===== src/rtl/hilo_mdu.sv =====
// hilo_mdu: HI/LO multiply-divide unit with an iterative restoring divider; define HILO_MADD_EN to enable MADD/MADDU/MSUB/MSUBU
module hilo_mdu #(
  parameter int WIDTH = 32
) (
  input  logic             clk,
  input  logic             rst,
  input  logic             start,
  input  logic [3:0]       op,
  input  logic [WIDTH-1:0] a,
  input  logic [WIDTH-1:0] b,
  input  logic             flush,
  output logic             busy,
  output logic             done,
  output logic [WIDTH-1:0] hi_o,
  output logic [WIDTH-1:0] lo_o
);
  localparam int CW = $clog2(WIDTH);
  typedef enum logic {S_IDLE, S_DIV} state_t;
  state_t r_state, w_next;
  logic [WIDTH-1:0] r_hi, r_lo, r_quo, r_rem, r_dvs, r_a;
  logic [CW-1:0] r_cnt;
  logic r_qneg, r_rneg, r_dz, r_wr, r_done;
  logic w_mul, w_div, w_mthi, w_mtlo, w_mac, w_sgn, w_acc, w_last, w_pend;
  logic [WIDTH-1:0] w_aa, w_ab, w_q, w_r;
  logic [2*WIDTH-1:0] w_ea, w_eb, w_prod, w_pre, w_mac_v, w_hilo;
  logic [WIDTH:0] w_sh, w_diff;
  assign w_mul  = op == 4'd1 || op == 4'd2;
  assign w_div  = op == 4'd3 || op == 4'd4;
  assign w_mthi = op == 4'd5;
  assign w_mtlo = op == 4'd6;
  assign w_sgn  = op == 4'd1 || op == 4'd3 || op == 4'd7 || op == 4'd9;
  assign busy   = r_state == S_DIV;
  assign done   = r_done;
  assign hi_o   = r_hi;
  assign lo_o   = r_lo;
  assign w_acc  = start && !busy && !flush && (w_mul || w_div || w_mthi || w_mtlo || w_mac);
  assign w_last = r_cnt == CW'(WIDTH - 1);
  assign w_pend = r_wr && !flush;
  // Sign-extend for signed ops so one 2W-bit multiplier serves both signednesses.
  assign w_ea   = {{WIDTH{w_sgn & a[WIDTH-1]}}, a};
  assign w_eb   = {{WIDTH{w_sgn & b[WIDTH-1]}}, b};
  assign w_prod = w_ea * w_eb;
  assign w_aa   = (w_sgn && a[WIDTH-1]) ? -a : a;
  assign w_ab   = (w_sgn && b[WIDTH-1]) ? -b : b;
  // One restoring step: shift in the next dividend bit and try subtracting the divisor.
  assign w_sh   = {r_rem, r_quo[WIDTH-1]};
  assign w_diff = w_sh - {1'b0, r_dvs};
  // Magnitude result mapped back to signed form; MIN/-1 falls out naturally as MIN rem 0.
  assign w_q    = r_dz ? '1 : r_qneg ? -r_quo : r_quo;
  assign w_r    = r_dz ? r_a : r_rneg ? -r_rem : r_rem;
  // A division result pending this edge lands first, so a same-edge op sees it as prior state.
  assign w_pre  = w_pend ? {w_r, w_q} : {r_hi, r_lo};
`ifdef HILO_MADD_EN
  assign w_mac   = op >= 4'd7 && op <= 4'd10;
  assign w_mac_v = (op == 4'd9 || op == 4'd10) ? w_pre - w_prod : w_pre + w_prod;
`else
  assign w_mac   = 1'b0;
  assign w_mac_v = w_pre;
`endif
  // Next-state and next HI/LO selection.
  always_comb begin
    w_next = r_state;
    if (r_state == S_IDLE && w_acc && w_div) w_next = S_DIV;
    if (r_state == S_DIV && (flush || w_last)) w_next = S_IDLE;
    w_hilo = !w_acc ? w_pre :
             w_mul  ? w_prod :
             w_mthi ? {a, w_pre[WIDTH-1:0]} :
             w_mtlo ? {w_pre[2*WIDTH-1:WIDTH], a} :
             w_mac  ? w_mac_v : w_pre;
  end
  // Control state, HI/LO and done pulse; reset overrides everything.
  always_ff @(posedge clk) begin
    if (rst) begin
      r_state <= S_IDLE;
      r_hi    <= '0;
      r_lo    <= '0;
      r_wr    <= 1'b0;
      r_done  <= 1'b0;
      r_cnt   <= '0;
    end else begin
      r_state      <= w_next;
      {r_hi, r_lo} <= w_hilo;
      r_done       <= w_pend || (w_acc && !w_div);
      r_wr         <= busy && !flush && w_last;
      r_cnt        <= (w_acc && w_div) ? '0 : busy ? r_cnt + CW'(1) : r_cnt;
    end
  end
  // Divider datapath: latch magnitudes on acceptance, then one quotient bit per busy cycle.
  always_ff @(posedge clk) begin
    if (w_acc && w_div) begin
      r_quo  <= w_aa;
      r_rem  <= '0;
      r_dvs  <= w_ab;
      r_a    <= a;
      r_dz   <= b == '0;
      r_qneg <= w_sgn && (a[WIDTH-1] ^ b[WIDTH-1]);
      r_rneg <= w_sgn && a[WIDTH-1];
    end else if (busy) begin
      r_quo <= {r_quo[WIDTH-2:0], ~w_diff[WIDTH]};
      r_rem <= w_diff[WIDTH] ? w_sh[WIDTH-1:0] : w_diff[WIDTH-1:0];
    end
  end
endmodule


===== config.mk =====
export PLATFORM = sky130hd
export DESIGN_NAME = hilo_mdu
export DESIGN_NICKNAME = d
export VERILOG_FILES = /design/src/rtl/hilo_mdu.sv
export SDC_FILE = /design/constraint.sdc
export NUM_CORES = 2
export LEC_CHECK = 0
export ABC_CLOCK_PERIOD_IN_PS = 23500
export CAP_MARGIN = 15
export CORE_ASPECT_RATIO = 0.7
export CORE_MARGIN = 5
export CORE_UTILIZATION = 37
export DETAILED_ROUTE_END_ITERATION = 10
export GPL_ROUTABILITY_DRIVEN = 0
export GPL_TIMING_DRIVEN = 0
export PLACE_DENSITY = 0.61
export SLEW_MARGIN = 40
export SYNTH_ARGS = -nofsm -noshare
export SYNTH_HDL_FRONTEND = slang
export SYNTH_SLANG_ARGS = --single-unit
export TNS_END_PERCENT = 1

===== constraint.sdc =====
create_clock -name clk -period 23.5 [get_ports clk]
set_clock_uncertainty 0.15 [all_clocks]
set_input_delay 5.875 -clock clk [delete_from_list [all_inputs] [get_ports clk]]
set_output_delay 5.875 -clock clk [all_outputs]
set_load 0.01 [all_outputs]

==> results.md <==
* Crit path max fanout at 10
* Synth Flop Type: dfxtp_1
* Fin worst setup slack at 5.386 ns
* H-tree levels at 1
* Worst Max-Slew Pin Slew at 1.049 ns
* Crit Path Class: in2reg
* Vias per cell at 5.657
* Critical Path AT at 18.35 ns
* Clk pin slew, worst setup/hold paths at 0.07 ns
* #FFs+latches synth at 203
* Dominant cell type by area after synthesis: fa_1
* Clock Root Buffer: clkbuf_16
* # setup viols final at 0
* Fillers at 13850
* Final antenna-violating net count at 0
* Post-CTS Setup Inserts at 0
* Worst hold path stage count at 2
* Number of synthesized flops with an enable pin at 99
* Top post-synthesis cells by area: fa_1 44%, inv_1 8.8%, nand2_1 6.9%
* I/O pin count at 138
* Relative slew slack at 0.2990
* DR WL/cell at 26.92 um
* Syn_nets at 7189
* Hold_buf cts at 0
* DRT Pass-1 Iters at 10
* CTS buffer count at 21
* Outcome: completed
* Synth top area share at 0.4420
* Final Cell Area at 0.05561 mm^2
* DRC viols at 0
* Post-CTS Resized at 0
* Worst path slowest cell: fa_1
* Port bufs at 112
* Tmin final at 18.11 ns
* Skew-Pair Late Insertion Delay at 0.54 ns
* Clock buffer depth at 3
* FP Rows at 114
* Max_cap viols at 0
* Total wire length at 209.4 mm
* R2r startpoint: r_rem[0]
* Worst Hold Path EP: r_cnt[4]
* CTS tree: done
* Final period util at 0.7708
* FF-to-FF setup slack at 18.78 ns
* Die H at 320.6 um
* Final hold viol count at 0
* Largest net degree at the start of global routing at 34
* Worst slack at placement at 5.104 ns
* Slew Viols, Final at 0
* R2r endpoint: r_rem[26]
* Yosys cell types at 85
* Post-DP HPWL at 175.7 mm
* Mapped cell area at 0.05100 mm^2
* YS warnings at 0
* Clock sinks at 203
* Total GRT Usage at 0.2855
* Worst R2R Path Depth at 13
* Initial core utilization at 0.3709
* Dpl cell area at 0.05480 mm^2
* Iteration-0 DRC Markers at 6504
* Routed via count at 44000
* Seq/Total Area, Yosys at 0.09911
* Crit start category: input pin
* Vias in the first global route at 42890
* Synthesized instance count at 5740
* Post-route setup TNS at 0 ns
* HP Class: reg2reg
* Hold path start: r_cnt[4]
* Initial antenna violation count at 37
* Nets at 7333
* RSZ-0062 raised after global routing: false
* Core Region at 0.1375 mm^2
* Grt total ovfl at 0
* Die width at 453.8 um
* Post-synth ARST share at 0
* First-pass GRT wire length at 302.4 mm
* Die area at 0.1455 mm^2
* WP data required at 23.73 ns
* Share of cells above drive strength 1 at 0.03340
* Syn Area/Cell at 8.885 um^2
* Area delta synth->final at 9.045%
* Critical path's largest stage delay at 0.94 ns
* Maximum clock rate at 0.05520 GHz
* CP Capture Type: register
logic make-up (layout without fill, tap and decap cells):
family	count (synthesis)	after routing	share of synthesized area
AND/OR/NAND/NOR	1653	1653	0.1486
buffers and inverters	1565	1724	0.1157
adder cells (fa/ha/maj)	1377	1377	0.5036
AO/OA/AOI/OAI	672	672	0.08501
XOR/XNOR	212	212	0.03655
flip-flops	203	203	0.09911
multiplexers	58	58	0.01146
other	0	24	0
cells in the mapped netlist, types with 18 or more instances:
cell	number
a21o_1	37
a21oi_1	197
and2_1	293
and3_1	38
buf_1	87
clkbuf_1	263
dfxtp_1	104
edfxtp_1	99
fa_1	1126
ha_1	251
inv_1	1202
mux2i_1	55
nand2_1	933
nand2b_1	31
nand3_1	32
nor2_1	173
nor3_1	34
nor4_1	18
o21ai_0	139
o221ai_1	30
o22ai_1	33
o31ai_1	35
or3_1	21
xnor2_1	136
xor2_1	75
through the flow:
stage          utilization  std cells  hold slack, ns
2_1_floorplan            -       5740          0.3173
3_3_place_gp        0.3960       7708          0.3330
3_5_place_dp        0.3985       7716          0.3463
4_1_cts             0.4037       7754          0.3631
5_1_grt             0.4041       7761          0.4103
6_report            0.4045       7779          0.3586
worst max-delay path, delay by kind of cell:
kind | cells | cell delay (ns)
adder cells (fa/ha/maj) | 9 | 4.91
AND/OR/NAND/NOR | 5 | 1.64
multiplexers | 1 | 0.37
AO/OA/AOI/OAI | 4 | 1.91
buffers and inverters | 12 | 3.57
layout make-up:
type	instances	area, um^2	share of cell area
multi-input combinational	3972	40100	0.7210
sequential	203	5055	0.09089
inverter	1203	4516	0.08119
tap	1856	2322	0.04176
buffer	362	1524	0.02740
timing repair buffer	121	1333	0.02396
clock buffer	34	659.4	0.01186
antenna	24	60.06	0.001080
clock inverter	4	48.80	0.0008774
worst max-delay path by stage:
stage               start       end  depth (start not counted)
floorplan           op[1]  hi_o[22]                         33
detailed placement  op[1]  hi_o[31]                         33
global route        op[1]  hi_o[31]                         33
CTS                 op[1]  hi_o[31]                         33
global placement    op[1]  hi_o[31]                         33
finish              op[1]  hi_o[31]                         31
state kept, by name (all words and copies together), names as in the netlist:
signal  cells
r_rem      32
r_wr        1
done        1
r_qneg      1
busy        1
r_dz        1
r_a        32
r_quo      32
r_rneg      1
r_dvs      32
r_cnt       5
hi_o       32
lo_o       32
cell usage in the layout, fill, tap and decap left out, types with 75 or more instances in the layout:
cell / n
inv_1: 1201
fa_1: 1125
nand2_1: 933
and2_1: 293
ha_1: 251
a21oi_1: 196
clkbuf_1: 184
nor2_1: 171
xnor2_1: 136
o21ai_0: 136
clkdlybuf4s50_1: 112
dfxtp_1: 104
edfxtp_1: 99
clkbuf_2: 93
xor2_1: 75
per-layer routing:
metal / track usage / vias to the layer above / wire [um]
li1: - / 17800 / -
met1: 0.4095 / 22210 / 84830
met2: 0.3571 / 3458 / 75730
met3: 0.1673 / 506 / 40760
met4: 0.07648 / 28 / 7595
met5: 0.01497 / - / 478
Power is left out: the tool's default activity adds up to more than one toggle a clock period on the data nets, which glitch-free logic cannot reach.
